$ cat src/rtl/fifo_wconv.sv
// Width-converting FIFO: packs IW-bit writes into IW*RATIO-bit words.
// Show-ahead read side, sticky overflow/underflow flags, synchronous flush.
module fifo_wconv #(
    parameter int IW        = 8,
    parameter int RATIO     = 4,
    parameter int DEPTH     = 4,
    parameter int AFULL_TH  = 3,
    parameter int MSB_FIRST = 0
) (
    input  logic                      sclk,
    input  logic                      rst,
    input  logic                      clr,
    input  logic [IW-1:0]             wdata_i,
    input  logic                      wr_i,
    output logic [IW*RATIO-1:0]       rdata_o,
    input  logic                      rd_i,
    output logic                      empty_o,
    output logic                      full_o,
    output logic                      afull_o,
    output logic [$clog2(DEPTH):0]    level_o,
    output logic                      wr_ovf_o,
    output logic                      rd_udf_o
);

    localparam int OW    = IW * RATIO;
    localparam int SLOTS = DEPTH * RATIO;
    localparam int SW    = $clog2(SLOTS);
    localparam int WPW   = SW + 1;
    localparam int RPW   = $clog2(DEPTH) + 1;
    localparam int RB    = $clog2(RATIO);

    localparam logic [WPW-1:0] SLOTS_V = WPW'(SLOTS);
    localparam logic [RPW-1:0] AF_V    = RPW'(AFULL_TH);

    logic [IW-1:0]  r_mem [SLOTS];
    logic [WPW-1:0] r_wptr;
    logic [RPW-1:0] r_rptr;
    logic           r_ovf;
    logic           r_udf;

    logic [WPW-1:0] w_diff;
    logic [RPW-1:0] w_level;
    logic           w_wr_ok;
    logic           w_rd_ok;
    logic [SW-1:0]  w_slot;
    logic [OW-1:0]  w_rdata;

    // Pointers carry one extra wrap bit so full and empty are distinguishable
    assign w_level  = r_wptr[WPW-1:RB] - r_rptr;
    assign w_diff   = r_wptr - {r_rptr, {RB{1'b0}}};
    assign empty_o  = (w_level == '0);
    assign full_o   = (w_diff == SLOTS_V);
    assign afull_o  = (w_level >= AF_V);
    assign level_o  = w_level;
    assign wr_ovf_o = r_ovf;
    assign rd_udf_o = r_udf;
    assign w_wr_ok  = wr_i & ~full_o;
    assign w_rd_ok  = rd_i & ~empty_o;

    always_ff @(posedge sclk or posedge rst) begin
        if (rst) begin
            r_wptr <= '0;
            r_rptr <= '0;
            r_ovf  <= 1'b0;
            r_udf  <= 1'b0;
            for (int i = 0; i < SLOTS; i++) begin
                r_mem[i] <= '0;
            end
        end else if (clr) begin
            r_wptr <= '0;
            r_rptr <= '0;
            r_ovf  <= 1'b0;
            r_udf  <= 1'b0;
        end else begin
            if (w_wr_ok) begin
                r_mem[r_wptr[SW-1:0]] <= wdata_i;
                r_wptr <= r_wptr + 1'b1;
            end
            if (w_rd_ok) begin
                r_rptr <= r_rptr + 1'b1;
            end
            if (wr_i && full_o) begin
                r_ovf <= 1'b1;
            end
            if (rd_i && empty_o) begin
                r_udf <= 1'b1;
            end
        end
    end

    always_comb begin
        w_rdata = '0;
        w_slot  = '0;
        for (int k = 0; k < RATIO; k++) begin
            w_slot = {r_rptr[RPW-2:0], RB'(k)};
            if (MSB_FIRST != 0) begin
                w_rdata[OW-1-IW*k -: IW] = r_mem[w_slot];
            end else begin
                w_rdata[IW*k +: IW] = r_mem[w_slot];
            end
        end
    end

    assign rdata_o = w_rdata;

endmodule

$ cat config.mk
export PLATFORM = sky130hd
export DESIGN_NAME = fifo_wconv
export DESIGN_NICKNAME = d
export VERILOG_FILES = /design/src/rtl/fifo_wconv.sv
export SDC_FILE = /design/constraint.sdc
export NUM_CORES = 1
export LEC_CHECK = 0
export ABC_AREA = 1
export CELL_PAD_IN_SITES_DETAIL_PLACEMENT = 1
export CELL_PAD_IN_SITES_GLOBAL_PLACEMENT = 2
export CORE_ASPECT_RATIO = 0.75
export CORE_UTILIZATION = 37
export DETAILED_ROUTE_END_ITERATION = 7
export GPL_TIMING_DRIVEN = 0
export PLACE_DENSITY = 0.82
export SETUP_SLACK_MARGIN = 0.3
export SLEW_MARGIN = 0
export SYNTH_ARGS = -nofsm -noshare
export SYNTH_HDL_FRONTEND = slang
export SYNTH_SLANG_ARGS = --single-unit
$ cat constraint.sdc
create_clock -name sclk -period 8 [get_ports sclk]
set_input_delay 1.2 -clock sclk [delete_from_list [all_inputs] [get_ports sclk]]
set_output_delay 1.2 -clock sclk [all_outputs]
set_load 0.03 [all_outputs]
### After elaboration in Yosys (flattened, before gate mapping)

Cells that the tools add are included.

* word-level logic and storage cells: 74
* output and inout port bits: 40
* flip-flop bits (word level): 138

* equality and inequality tests: 1
* multiplexer cells: 23
* magnitude comparators: 7
* $add $sub $neg: 4
* reductions and logical operators: 9
* bitwise gates (word level): 10

Operators by type and width (count)
* $bmux 8 s4: 4
* $bwmux 128: 1
* $mux 8: 9
* $demux 8 s4: 1
* $ge 5x5->1 const B: 5
* $not 4->5: 5
* $mux 5: 2
* $reduce_bool 2->1: 4
* $mux 3: 2
* $add 5x1->5 const B: 1
* $eq 5x5->1 const B: 1
* $lt 5x1->1 const B: 1
* $sub 5x5->5: 1
* $mux 1: 4
* $add 3x1->3 const B: 1
* $ge 3x2->1 const B: 1
* $logic_and 1x1->1: 3
* $logic_not 3->1: 1
* $not 1->1: 3
* $sub 3x3->3: 1
* $and 1x1->1: 2
* $reduce_and 2->1: 1

### Depth between registers and ports, before layout

* word-level depth: 6
* gate-level depth with buffers: 14
* mapped depth without buffers: 13

### Worst setup path before layout

OpenSTA, ideal clock, no wires.

* path kind: register to output
* from: reg r_wptr[2]
* to: out full_o
* path slack: 4908 ps
* path buffers: 1
* cell stages (with the launch flop): 9
* data arrival time: 1892 ps
* required time: 6800 ps
* cell sequence: dfrtp_1 -> inv_2 -> ha_1 -> fa_1 -> nand2_1 -> nor2_1 -> nand3_2 -> buf_4 -> inv_1

* cells in the longest elaborated chain, start to end: 2

RTL lines
* from (decl): RTL line 36 `logic [WPW-1:0] r_wptr;`
* from (signal assigned): RTL line 77 `r_wptr <= r_wptr + 1'b1;`
* $sub 5x5->5: RTL line 50 `assign w_diff = r_wptr - {r_rptr, {RB{1'b0}}};`
* $eq 5x5->1: RTL line 52 `assign full_o = (w_diff == SLOTS_V);`
* to (decl): RTL line 18 `output logic full_o,`

No other way between the ends.

### Final worst setup path

* from: reg r_rptr[0]
* to: out rdata_o[18]

* cells in the longest elaborated chain, start to end: 4

RTL lines
* from (decl): RTL line 37 `logic [RPW-1:0] r_rptr;`
* from (signal assigned): RTL line 80 `r_rptr <= r_rptr + 1'b1;`
* $not 4->5 (not written as such): RTL line 99 `w_rdata[IW*k +: IW] = r_mem[w_slot];`
* $bmux 8 s4: RTL line 99
* $mux 8 (not written as such) (2 in a row): RTL line 99
* to (decl): RTL line 15 `output logic [IW*RATIO-1:0] rdata_o,`

No other way between the ends. The select of a mux whose other input is x is not followed.

==> impl_metrics.env <==
export IMPL_synth_cell_type_count=27
export IMPL_synth_top_flop_cell="dfrtp_1"
export IMPL_drive_gt1_share_pct=7.966
export IMPL_rr_endpoint="r_mem[9]$_DFFE_PP0P_"
export IMPL_rsz0062_at_grt="no"
export IMPL_period_needed_ns=4.255
export IMPL_crit_end="rdata_o[18]"
export IMPL_fin_cells=1171
export IMPL_core_um2=17660
export IMPL_postRouteWirelength_um=23580
export IMPL_vdd_drop_max_uv=132.2
export IMPL_ant_nets=0
export IMPL_post_cts_buffers=0
export IMPL_async_reset_ff_share_pct=100.0
export IMPL_syn_avg_cell_area_um2=7.809
export IMPL_worstMarginPinSlew_ns=0.9380
export IMPL_reg2reg_depth=12
export IMPL_n_antenna_cell=0
export IMPL_row_count=42
export IMPL_drtIter0Drc=367
export IMPL_syn_area_um2=6676
export IMPL_path_cells="buf_2 > inv_1 > buf_2 > clkbuf_1 > o21ai_0 > o22ai_1 > clkdlybuf4s50_1"
export IMPL_nets=939
export IMPL_cpMostUsedCell="buf_2"
export IMPL_p_per_area_nw_per_um2=328.0
export IMPL_p_leak_nw=4.093
export IMPL_antenna_found_initial=0
export IMPL_cp_max_fo=10
export IMPL_syn_num_nets=875
export IMPL_dieWidth_um=157.1
export IMPL_wl_per_cell_um=20.14
export IMPL_synth_edf_count=0
export IMPL_min_path_type="flip-flop to flip-flop"
export IMPL_crit_path_start="r_rptr[0]$_DFFE_PP0P_"
export IMPL_htreeDepth=4
export IMPL_portBuffers=44
export IMPL_setup_tns_ns=0
export IMPL_placedCellCount=1142
export IMPL_grt_max_degree=79
export IMPL_drtPass1Iterations=5
export IMPL_rrSetupSlack_ns=5.30
export IMPL_critical_path_class="flip-flop to output port"
export IMPL_clock_skew_ns=0.005546
export IMPL_fin_hold_ws_ns=0.4721
export IMPL_clkSinkCount=138
export IMPL_finalSetupViolations=0
export IMPL_cts_hold_buf=0
export IMPL_slew_headroom_pct=37.47
export IMPL_startpoint_type="flip-flop"
export IMPL_place_congestion=0.8467
export IMPL_yosysSeqAreaShare_pct=51.72
export IMPL_path_clk_slew_ns=0.06
export IMPL_gr_total_overflow=0
export IMPL_fin_util_pct=45.37
export IMPL_cts_root_buf="clkbuf_16"
export IMPL_die_area_um2=18590
export IMPL_critPathSlowestCell="clkdlybuf4s50_1"
export IMPL_hpwl_um=16930
export IMPL_ys_seq_elements=138
export IMPL_final_hold_viol_count=0
export IMPL_drcViolationCount=0
export IMPL_place_area_um2=7452
export IMPL_area_growth_pct=19.98
export IMPL_design_area_um2=8010
export IMPL_slowest_delay_ns=0.70
export IMPL_grt_pass1_wl_um=37260
export IMPL_finalCritPeriodShare_pct=53.19
export IMPL_grt_util_all_layers_pct=27.30
export IMPL_ios=53
export IMPL_cts_resized=0
export IMPL_ys_warn_count=0
export IMPL_slew_violations=0
export IMPL_status="finished, final reports clean"
export IMPL_maxCapViolCount=0
export IMPL_cts_buffers=17
export IMPL_die_h_um=118.3
export IMPL_cp_arrival_ns=3.06
export IMPL_clockBufferDepth=2
export IMPL_clkLatencyLatePin_ns=0.43
export IMPL_cts_tree="yes"
export IMPL_grt_pass1_vias=6457
export IMPL_fmax_mhz=235.0
export IMPL_drt_vias_per_instance=5.284
export IMPL_required_ns=6.80
export IMPL_via_count=6188
export IMPL_endpoint_kind="output port"
export IMPL_r2r_start="r_wptr[2]$_DFFE_PP0P_"
export IMPL_start_util_pct=37.81
export IMPL_netlist_instances=855
-- metal layers --
layer  track usage, %  vias up  wire length, µm
li1                 -     2873                -
met2            42.17      149            10810
met1            38.15     3136            11100
met3            5.904       30             1187
met5                0        -                0
met4            8.434        0              486
-- logic make-up after synthesis --
family                     count (synthesis)  share of synthesized area (%)
adders and majority gates                  7                          1.424
AOI/OAI and AO/OA                        106                          8.546
DFF                                      138                          51.72
and+or+nand+nor                          525                          33.17
xor gates and xnor gates                   4                         0.5248
buffers and inverters                     75                          4.610
-- cell usage in the layout (no fill, tap or decap), types with 6 or more instances in the layout --
master / instances
nand2_1: 356
dfrtp_1: 138
o21ai_0: 71
nor2_1: 69
nand3_1: 63
clkdlybuf4s50_1: 44
clkbuf_1: 34
o22ai_1: 32
inv_1: 24
clkbuf_16: 17
buf_2: 10
nor2_2: 10
nand4_1: 9
nor2_4: 7
ha_1: 6
-- synth_stat cells, types with 7 or more instances --
master | count | share of area, %
nand2_1 | 356 | 20
dfrtp_1 | 138 | 52
o21ai_0 | 71 | 5.3
nor2_1 | 69 | 3.9
nand3_1 | 63 | 4.7
clkbuf_1 | 32 | 1.8
o22ai_1 | 32 | 3.0
inv_1 | 25 | 1.4
buf_2 | 10 | 0.75
nor2_2 | 10 | 0.94
nand4_1 | 9 | 0.84
nor2_4 | 7 | 1.2
-- power breakdown --
part	leakage (nW)	switching [W]	total [W]	internal, W
clock network	0.267	0.000308	0.000775	0.000468
logic	1.94	0.000654	0.000991	0.000338
registers	1.88	0.0000649	0.000861	0.000796
-- metrics by stage --
stage | setup slack, ns | total power (W)
CTS | 3.720 | 0.002638
detailed placement | 4.179 | 0.001859
floorplan | 3.104 | 0.001462
global route | 3.604 | 0.002755
finish | 3.745 | 0.002627
global placement | 1.026 | 0.001827
-- worst min path at each step --
stage | to | slack (ns) | from | cells past startpoint
2_1_floorplan | r_mem[40]$_DFFE_PP0P_ | 0.44 | r_mem[40]$_DFFE_PP0P_ | 2
3_3_place_gp | r_mem[46]$_DFFE_PP0P_ | 0.45 | r_mem[46]$_DFFE_PP0P_ | 2
3_5_place_dp | r_mem[89]$_DFFE_PP0P_ | 0.46 | r_mem[89]$_DFFE_PP0P_ | 2
4_1_cts | r_mem[40]$_DFFE_PP0P_ | 0.47 | r_mem[40]$_DFFE_PP0P_ | 2
5_1_grt | r_mem[57]$_DFFE_PP0P_ | 0.49 | r_mem[57]$_DFFE_PP0P_ | 2
6_report | r_mem[40]$_DFFE_PP0P_ | 0.47 | r_mem[40]$_DFFE_PP0P_ | 2
-- final cells by class --
type | instances | area (µm²)
fillers | 2190 | 9647
inverters | 30 | 120.1
multi-input cells | 642 | 2915
well taps | 242 | 302.8
plain buffers | 45 | 192.7
flip-flops and latches | 138 | 3453
clock buffers | 21 | 460.4
repair buffers | 45 | 467.9
clock inverters | 8 | 97.59
-- state kept, by name (all words and copies together) (netlist names) --
name	flops
r_mem	128
r_rptr	3
r_wptr	5
rd_udf_o	1
wr_ovf_o	1
-- worst max-delay path: cells and delay by family (launching register included) --
| family | cells | cell delay [ns] |
|---|---|---|
| AO/OA/AOI/OAI | 2 | 0.44 |
| buffers and inverters | 5 | 1.70 |
| flip-flops | 1 | 0.48 |
(Power assumes the default switching activity.)
